<file path="config.mk">
export PLATFORM = sky130hd
export DESIGN_NAME = pkt_port_top
export DESIGN_NICKNAME = d
export VERILOG_FILES = /design/src/rtl/pkt_port_top.sv
export SDC_FILE = /design/constraint.sdc
export NUM_CORES = 1
export LEC_CHECK = 0
export ABC_AREA = 0
export BUFFER_PORTS_ARGS = -buffer_cell sky130_fd_sc_hd__buf_2
export CAP_MARGIN = 20
export CELL_PAD_IN_SITES_DETAIL_PLACEMENT = 0
export CELL_PAD_IN_SITES_GLOBAL_PLACEMENT = 2
export CORE_ASPECT_RATIO = 1.75
export CORE_MARGIN = 5
export CORE_UTILIZATION = 50
export DETAILED_ROUTE_END_ITERATION = 8
export PLACE_DENSITY = 0.91
export SLEW_MARGIN = 20
export SYNTH_ARGS = -nofsm -noshare
export SYNTH_HDL_FRONTEND = slang
export SYNTH_SLANG_ARGS = --single-unit
export TNS_END_PERCENT = 1
</file>
<file path="constraint.sdc">
create_clock -name clk -period 7.4 [get_ports clk]
set_input_delay 0 -clock clk [delete_from_list [all_inputs] [get_ports clk]]
set_output_delay 0 -clock clk [all_outputs]
set_load 0.1 [all_outputs]
</file>
<file path="src/rtl/pkt_port_top.sv">
// Store-and-forward output-port packet queue: accepts addressed/broadcast packets,
// commits them whole, rolls back overflowing packets and serves complete packets only.
module pkt_port_top #(
  parameter int                   FIFO_SIZE  = 64,
  parameter int                   W_WIDTH    = 8,
  parameter bit                   BCAST_EN   = 1'b1,
  parameter logic [W_WIDTH-1:0]   BCAST_ADDR = {W_WIDTH{1'b1}},
  parameter int                   CNT_W      = 8
) (
  input  logic               clk,
  input  logic               rst_n,
  input  logic               sw_en,
  input  logic [W_WIDTH-1:0] port_data,
  input  logic [W_WIDTH-1:0] port_addr,
  output logic               rd_out,
  input  logic               port_rd,
  output logic [W_WIDTH-1:0] port_out,
  output logic               port_eop,
  output logic               port_rdy,
  output logic [CNT_W-1:0]   pkt_cnt,
  output logic [CNT_W-1:0]   drop_cnt
);

  localparam int AW    = $clog2(FIFO_SIZE);
  localparam int PTR_W = AW + 1;
  localparam logic [PTR_W-1:0] PTR_ONE  = PTR_W'(1);
  localparam logic [PTR_W-1:0] FULL_LVL = PTR_W'(FIFO_SIZE);
  localparam logic [CNT_W-1:0] CNT_ONE  = CNT_W'(1);

  typedef enum logic [1:0] {IDLE, ACCEPT, DISCARD} state_t;

  state_t             state, state_nxt;
  logic [PTR_W-1:0]   rd_ptr, commit_ptr, shadow_ptr, last_ptr;
  logic [W_WIDTH-1:0] mem [FIFO_SIZE];
  logic [FIFO_SIZE-1:0] eop_bits;
  logic               full, da_match, head_eop, pop, eop_pop;
  logic               wr_en, do_commit, rollback, drop;

  function automatic logic [CNT_W-1:0] sat_inc(input logic [CNT_W-1:0] c);
    return (c == {CNT_W{1'b1}}) ? c : c + CNT_ONE;
  endfunction

  // Occupancy is measured against the shadow pointer so a partial packet reserves space.
  assign full     = (shadow_ptr - rd_ptr) == FULL_LVL;
  assign rd_out   = !full;
  assign last_ptr = shadow_ptr - PTR_ONE;
  assign da_match = (port_data == port_addr) || (BCAST_EN && (port_data == BCAST_ADDR));
  assign port_rdy = (pkt_cnt != '0);
  assign head_eop = eop_bits[rd_ptr[AW-1:0]];
  assign port_out = port_rdy ? mem[rd_ptr[AW-1:0]] : '0;
  assign port_eop = port_rdy & head_eop;
  assign pop      = port_rd & port_rdy;
  assign eop_pop  = pop & head_eop;

  always_ff @(posedge clk or negedge rst_n) begin
    if (!rst_n) state <= IDLE;
    else        state <= state_nxt;
  end

  always_comb begin
    state_nxt = state;
    wr_en     = 1'b0;
    do_commit = 1'b0;
    rollback  = 1'b0;
    drop      = 1'b0;
    case (state)
      IDLE: begin
        if (sw_en) begin
          if (da_match && !full) begin
            wr_en     = 1'b1;
            state_nxt = ACCEPT;
          end else begin
            drop      = da_match;
            state_nxt = DISCARD;
          end
        end
      end
      ACCEPT: begin
        if (!sw_en) begin
          do_commit = 1'b1;
          state_nxt = IDLE;
        end else if (full) begin
          rollback  = 1'b1;
          drop      = 1'b1;
          state_nxt = DISCARD;
        end else begin
          wr_en = 1'b1;
        end
      end
      DISCARD: begin
        if (!sw_en) state_nxt = IDLE;
      end
      default: state_nxt = IDLE;
    endcase
  end

  // Beat storage carries no reset; visibility is gated by pkt_cnt and the eop bits.
  always_ff @(posedge clk) begin
    if (wr_en) mem[shadow_ptr[AW-1:0]] <= port_data;
  end

  always_ff @(posedge clk or negedge rst_n) begin
    if (!rst_n) begin
      rd_ptr     <= '0;
      commit_ptr <= '0;
      shadow_ptr <= '0;
      eop_bits   <= '0;
      pkt_cnt    <= '0;
      drop_cnt   <= '0;
    end else begin
      if (pop) begin
        rd_ptr                     <= rd_ptr + PTR_ONE;
        eop_bits[rd_ptr[AW-1:0]]   <= 1'b0;
      end
      if (wr_en)         shadow_ptr <= shadow_ptr + PTR_ONE;
      else if (rollback) shadow_ptr <= commit_ptr;
      // The commit slot is uncommitted, so it never collides with the popped slot.
      if (do_commit) begin
        commit_ptr                 <= shadow_ptr;
        eop_bits[last_ptr[AW-1:0]] <= 1'b1;
      end
      if (drop) drop_cnt <= sat_inc(drop_cnt);
      case ({do_commit, eop_pop})
        2'b10:   pkt_cnt <= pkt_cnt + CNT_ONE;
        2'b01:   pkt_cnt <= pkt_cnt - CNT_ONE;
        default: pkt_cnt <= pkt_cnt;
      endcase
    end
  end

endmodule
</file>
Word-level counts from Yosys, hierarchy flattened:

Memories as Yosys holds them, arrays and structs flattened.
Index checks and enable logic that the tools add are counted.

* bits in registers: 103
* RAM bits: 512
* input bits: 20
* output and inout port bits: 27
* memories kept: 1

Memory list
* mem: depth 64, bits a word 8, read ports 1, clocked after Yosys merged registers in 0, write ports 1, RTL line 34 `logic [W_WIDTH-1:0] mem [FIFO_SIZE];`

* $add $sub $neg: 7
* magnitude comparators: 4
* equality and inequality tests: 11
* multiplexer cells: 33
* bitwise operators: 7
* reductions and logical operators: 11

Operators by type and width (number)
* $mux 64: 2
* $and 64x64->64: 1
* $not 64->64: 1
* $or 64x64->64: 1
* $add 8x1->8 const B: 2
* $eq 8x8->1 const B: 2
* $mux 1: 16
* $pmux 8 s2: 1
* $add 7x1->7 const B: 2
* $lt 6x7->1 const B: 2
* $mux 7: 2
* $demux 1 s6: 2
* $ge 6x1->1 const B: 2
* $mux 2: 5
* $eq 8x8->1: 1
* $mux 8: 1
* $reduce_bool 8->1: 1
* $sub 8x1->8 const B: 1
* $eq 7x7->1 const B: 1
* $sub 7x7->7: 1
* $bmux 1 s6: 1
* $pmux 2 s3: 1
* $sub 6x1->6 const B: 1
* $eq 2x1->1 const B: 2
* other kinds (13): 21

Logic depth before layout (Yosys ltp):

* word-level depth: 9
* mapped depth: 20

Least setup slack after synthesis:

OpenSTA, ideal clock, no wires.

* path type: reg-to-reg
* start: register pkt_cnt[2]
* end: register pkt_cnt[6]
* setup time: 164 ps
* arrival: 5146 ps
* required time: 7236 ps
* path slack: 2090 ps
* stages on the path, launching flop included: 21
* buffers on the path: 6
* clock period less this slack: 5310 ps
* path through: dfrtp_1 clkbuf_1 nor3_1 and3_1 clkbuf_1 inv_1 and2_1 clkbuf_1 buf_2 nor2b_1 ha_1 clkbuf_1 buf_1 xor2_1 ha_1 or3_1 a21oi_1 nor2_1 a2bb2oi_1 a21oi_1 xor2_1

* word-level cells in the longest chain between the ends: 5

RTL lines
* start, declared: RTL line 20 `output logic [CNT_W-1:0] pkt_cnt,`
* start signal, assigned: RTL line 124 `2'b10: pkt_cnt <= pkt_cnt + CNT_ONE;`
* start signal, assigned: RTL line 125 `2'b01: pkt_cnt <= pkt_cnt - CNT_ONE;`
* start signal, assigned: RTL line 126 `default: pkt_cnt <= pkt_cnt;`
* $reduce_bool 8->1 (*): RTL line 48 `assign port_rdy = (pkt_cnt != '0);`
* net port_rdy: RTL line 19 `output logic port_rdy,`
* $and 1x1->1 (*): RTL line 52 `assign pop = port_rd & port_rdy;`
* $and 1x1->1 (*): RTL line 53 `assign eop_pop = pop & head_eop;`
* $eq 2x1->1 / $eq 2x2->1 (equally long branches): RTL line 123 `case ({do_commit, eop_pop})`
* $pmux 8 s2 / $reduce_bool 2->1 (equally long branches)

The timed path passes the listed nets; every way through them passes the cells marked *.
A chain may end at the register's enable or synchronous reset.

Final worst setup path:

* start: register rd_ptr[2]
* end: memory mem[42][4] (enable)

* word-level cells in the longest chain between the ends: 9

RTL lines
* start, declared: RTL line 33 `logic [PTR_W-1:0] rd_ptr, commit_ptr, shadow_ptr, last_ptr;`
* start signal, assigned: RTL line 112 `rd_ptr <= rd_ptr + PTR_ONE;`
* $sub 7x7->7 (*): RTL line 44 `assign full = (shadow_ptr - rd_ptr) == FULL_LVL;`
* $eq 7x7->1 (*): RTL line 44
* $logic_not 1->1: RTL line 69 `if (da_match && !full) begin`
* $logic_and 1x1->1: RTL line 69
* $mux 1: RTL line 69
* $mux 1: RTL line 68 `if (sw_en) begin`
* $pmux 1 s2 (*): RTL line 66 `case (state)`
* $mux 1 (*): RTL line 99 `if (wr_en) mem[shadow_ptr[AW-1:0]] <= port_data;`
* $mux 1 (implied by the code) (*): RTL line 99
* end, declared: RTL line 34

Mark *: on every way between the ends. The rest lies on a longest branch, timed or not.

==> metrics.md <==
| Metric | Value |
|---|---|
| Comb pwr share | `26.5%` |
| Crit path DAT | `around 5.4 ns` |
| Clock latency on the worst-skew pair | `about 0.60 ns` |
| Die X-Extent | `181 um` |
| FF-to-FF End | `mem[42][4]` |
| Final hold vios | `0` |
| Post-synth net total | `1736` |
| Port bufs | `46` |
| Post-synth top area cell | `edfxtp_1` |
| Clock skew | `0.0162 ns` |
| Antenna diodes | `0` |
| Critical path buffers and inverters | `3` |
| Min Tclk post-route | `5.13 ns` |
| Syn_area_per_cell | `15.1 um^2` |
| Final ANT Viol Nets | `0` |
| Pin count of the biggest net entering global routing | `67` |
| # setup viols final | `0` |
| DRT iter0 DRCs | `between 2000 and 2500` |
| Cell Int Power | `0.00605 W` |
| Crit path to | `mem[42][4]` |
| Total number of vias | `approximately 16000` |
| Ys async rst share | `16.7%` |
| Worst path max stage delay | `1.02 ns` |
| First-pass GRT wire length | `114000 um` |
| Gpl congestion | `0.938` |
| TritonCTS Buffers | `50` |
| R2r setup slk | `2.27 ns` |
| # DRC | `0` |
| Clock sink total | `615` |
| Slew Viols, Final | `0` |
| Initial Util | `50.2%` |
| Leak Pwr | `9.57 nW` |
| Part of the power in registers | `about 44%` |
| Post-synth top area share | `59.9%` |
| Final Power | `0.00895 W` |
| Htree depth | `2` |
| Relative max-transition margin | `20.5%` |
| Worst hold slack | `0.0101 ns` |
| Net Switching | `0.00291 W` |
| Synth Warn # | `0` |
| Max-Cap Viols | `0` |
| Setup CP Type | `flop to flop` |
| Vias in the first global route | `16426` |
| Fin crit share | `69.4%` |
| Layout cells sized above 1 | `16.2%` |
| Die Ht | `310 um` |
| Post-Synthesis Cells | `1703` |
| Netlist cell types | `67` |
| Max Freq | `195 MHz` |
| Cells on worst reg2reg path | `10` |
| Post-Syn Area | `25700 um^2` |
| Clock share of power | `30.0%` |
| Status | `completed` |
| Critical Path RT | `around 7.6 ns` |
| Startpoint Class | `flop` |
| Initial antenna violation count | `0` |
| CTS Root Cell | `clkbuf_16` |
| Synth top area cells | `edfxtp_1 (60%), dfrtp_1 (10%), mux4_2 (5.3%), o21ai_0 (3.1%), mux2i_1 (2.2%)` |
| Core area | `between 50000 and 60000 um^2` |
| Worst-path cell chain | `inv_1, ha_1, o21ai_0, a21oi_1, o311ai_1, a2111oi_4, buf_4, inv_2, nand4_1, nor2_1` |
| Pwr Density | `315 nW/um^2` |
| Most frequent cells after synthesis | `edfxtp_1 (512), o21ai_0 (158), nor2_1 (118)` |
| TritonRoute pass-1 iters | `5` |
| CP max stage cell | `nand4_1` |
| Worst path depth | `10` |
| HP Class | `input port to flop` |
| Family with the most delay on the worst path | `simple AND/OR/NAND/NOR gates` |
| Post-CTS Setup Inserts | `0` |
| Unrepaired setup endpoints after global routing | `false` |
| Layout area overhead | `10.5%` |
| Worst setup EP type | `flop` |
| Ys flop type | `edfxtp_1` |
| Most common cell in the netlist | `edfxtp_1` |
| TritonCTS clock tree | `built` |
| Worst Slack Setup Final | `approximately 2.3 ns` |
| Peak VDD IR | `around 0.22 mV` |
| Yosys reg bits | `around 600` |
| Total Neg Setup Slack | `0 ns` |
| Hpwl dp | `~53000 um` |
| DR WL/cell | `32.0 um` |
| Worst slew pin tran | `1.19 ns` |
| Number of flops mapped to enable cells by yosys | `512` |
| Vias per cell | `between 6 and 7` |
| Worst-path maximum fanout | `47` |
| Reg2reg start | `rd_ptr[2]` |
| Detailed Route WL | `78600 um` |
| CTS clk-pin slew, worst paths | `0.07 ns` |
| Sequential share of the synthesized area | `69.9%` |
| Pre-CTS setup slack | `2.45 ns` |
| Overall routing resource usage | `between 20 and 30%` |
| Max clock buf depth | `3` |
| Final nets | `1772` |
| Row Count | `110` |
| I/O Pins | `47` |
| Die Area | `56200 um^2` |
| Sw Share | `32.5%` |
| Global route overflow | `0` |
| CP startpoint | `rd_ptr[2]` |
sequential cells by signal (all words and copies together) (netlist names):
name and cells:
mem 512, eop_bits 64, drop_cnt 8, pkt_cnt 8, commit_ptr 7, rd_ptr 7, shadow_ptr 7, state 2
layout by cell type (no fill, tap or decap), types with 5 or more instances in the layout:
cell / instances
a22oi_1: 42
or3_1: 6
dlygate4sd3_1: 8
edfxtp_1: 512
a21oi_1: 44
bufinv_16: 5
ha_1: 13
buf_2: 44
o22ai_1: 22
nor2b_1: 14
o2bb2ai_1: 7
clkinv_2: 10
clkinvlp_4: 6
nor2_1: 118
nand3_1: 36
a221o_1: 11
nand2b_1: 10
dfrtp_1: 100
inv_1: 7
nand2_1: 81
xnor2_1: 18
a31oi_1: 13
xor2_1: 18
nand4_1: 17
buf_4: 44
o211ai_1: 6
a211oi_1: 8
clkinv_1: 6
clkbuf_1: 9
mux2i_1: 56
o21ai_0: 158
nor3_1: 23
a221oi_1: 55
mux4_2: 60
clkbuf_16: 50
mux2_2: 42
and2_1: 5
power by group through the flow:
stage	Sequential [W]	Clock [W]	Combinational, W
floorplan	0.00385	0	0.00156
global placement	0.00397	0	0.00229
detailed placement	0.00397	0	0.00231
CTS	0.00390	0.00271	0.00232
global route	0.00390	0.00286	0.00245
finish	0.00390	0.00268	0.00237
area by class of cell:
class / instances / area (um^2)
Multi-Input combinational cell: 964 / 7240
Clock buffer: 59 / 1280
Inverter: 11 / 41.3
Clock inverter: 34 / 363
Tap cell: 672 / 841
Sequential cell: 615 / 18000
Timing Repair Buffer: 97 / 651
Fill cell: 4081 / 22800
how the worst min path moves through the flow:
stage / end / startpoint / slack (ns) / depth (start not counted)
3_5_place_dp: drop_cnt[6] / rst_n / 0.01 / 1
2_1_floorplan: commit_ptr[0] / rst_n / -0.30 / 0
6_report: mem[51][1] / port_data[1] / 0.01 / 2
4_1_cts: mem[7][7] / port_data[7] / 0.01 / 2
5_1_grt: mem[38][7] / port_data[7] / 0.01 / 2
3_3_place_gp: drop_cnt[6] / rst_n / 0.004 / 1
per-stage QoR:
step	util (%)	instances	instance area, um^2
2_1_floorplan	-	1703	25700
3_3_place_gp	52.0	2350	26600
3_5_place_dp	52.0	2350	26600
4_1_cts	55.4	2452	28400
5_1_grt	55.4	2452	28400
6_report	55.4	2452	28400
timing repair:
item / in CTS / in global routing
hold buffers: 9 / 0
resized for setup: 0 / 0
endpoints found under the hold margin: 88 / 0
cell families (layout without fill, tap and decap cells):
group / after synthesis / count (layout) / share of synthesized area, %
buffers and inverters: 124 / 201 / 1.96
adders and majority gates: 13 / 13 / 0.633
DFF: 615 / 615 / 69.9
muxes: 160 / 160 / 9.37
and+or+nand+nor: 347 / 347 / 6.39
xor gates and xnor gates: 36 / 36 / 1.23
AOI/OAI and AO/OA: 408 / 408 / 10.5
layer usage:
layer	part of all wire (%)	GRT usage [%]	up-vias
met2	51	48.9	980
met5	0	0	-
met1	31	30.4	8214
met3	7.8	4.28	303
li1	-	-	6804
met4	9.5	20.4	0
Note: power is estimated with default switching activity, not from simulation.
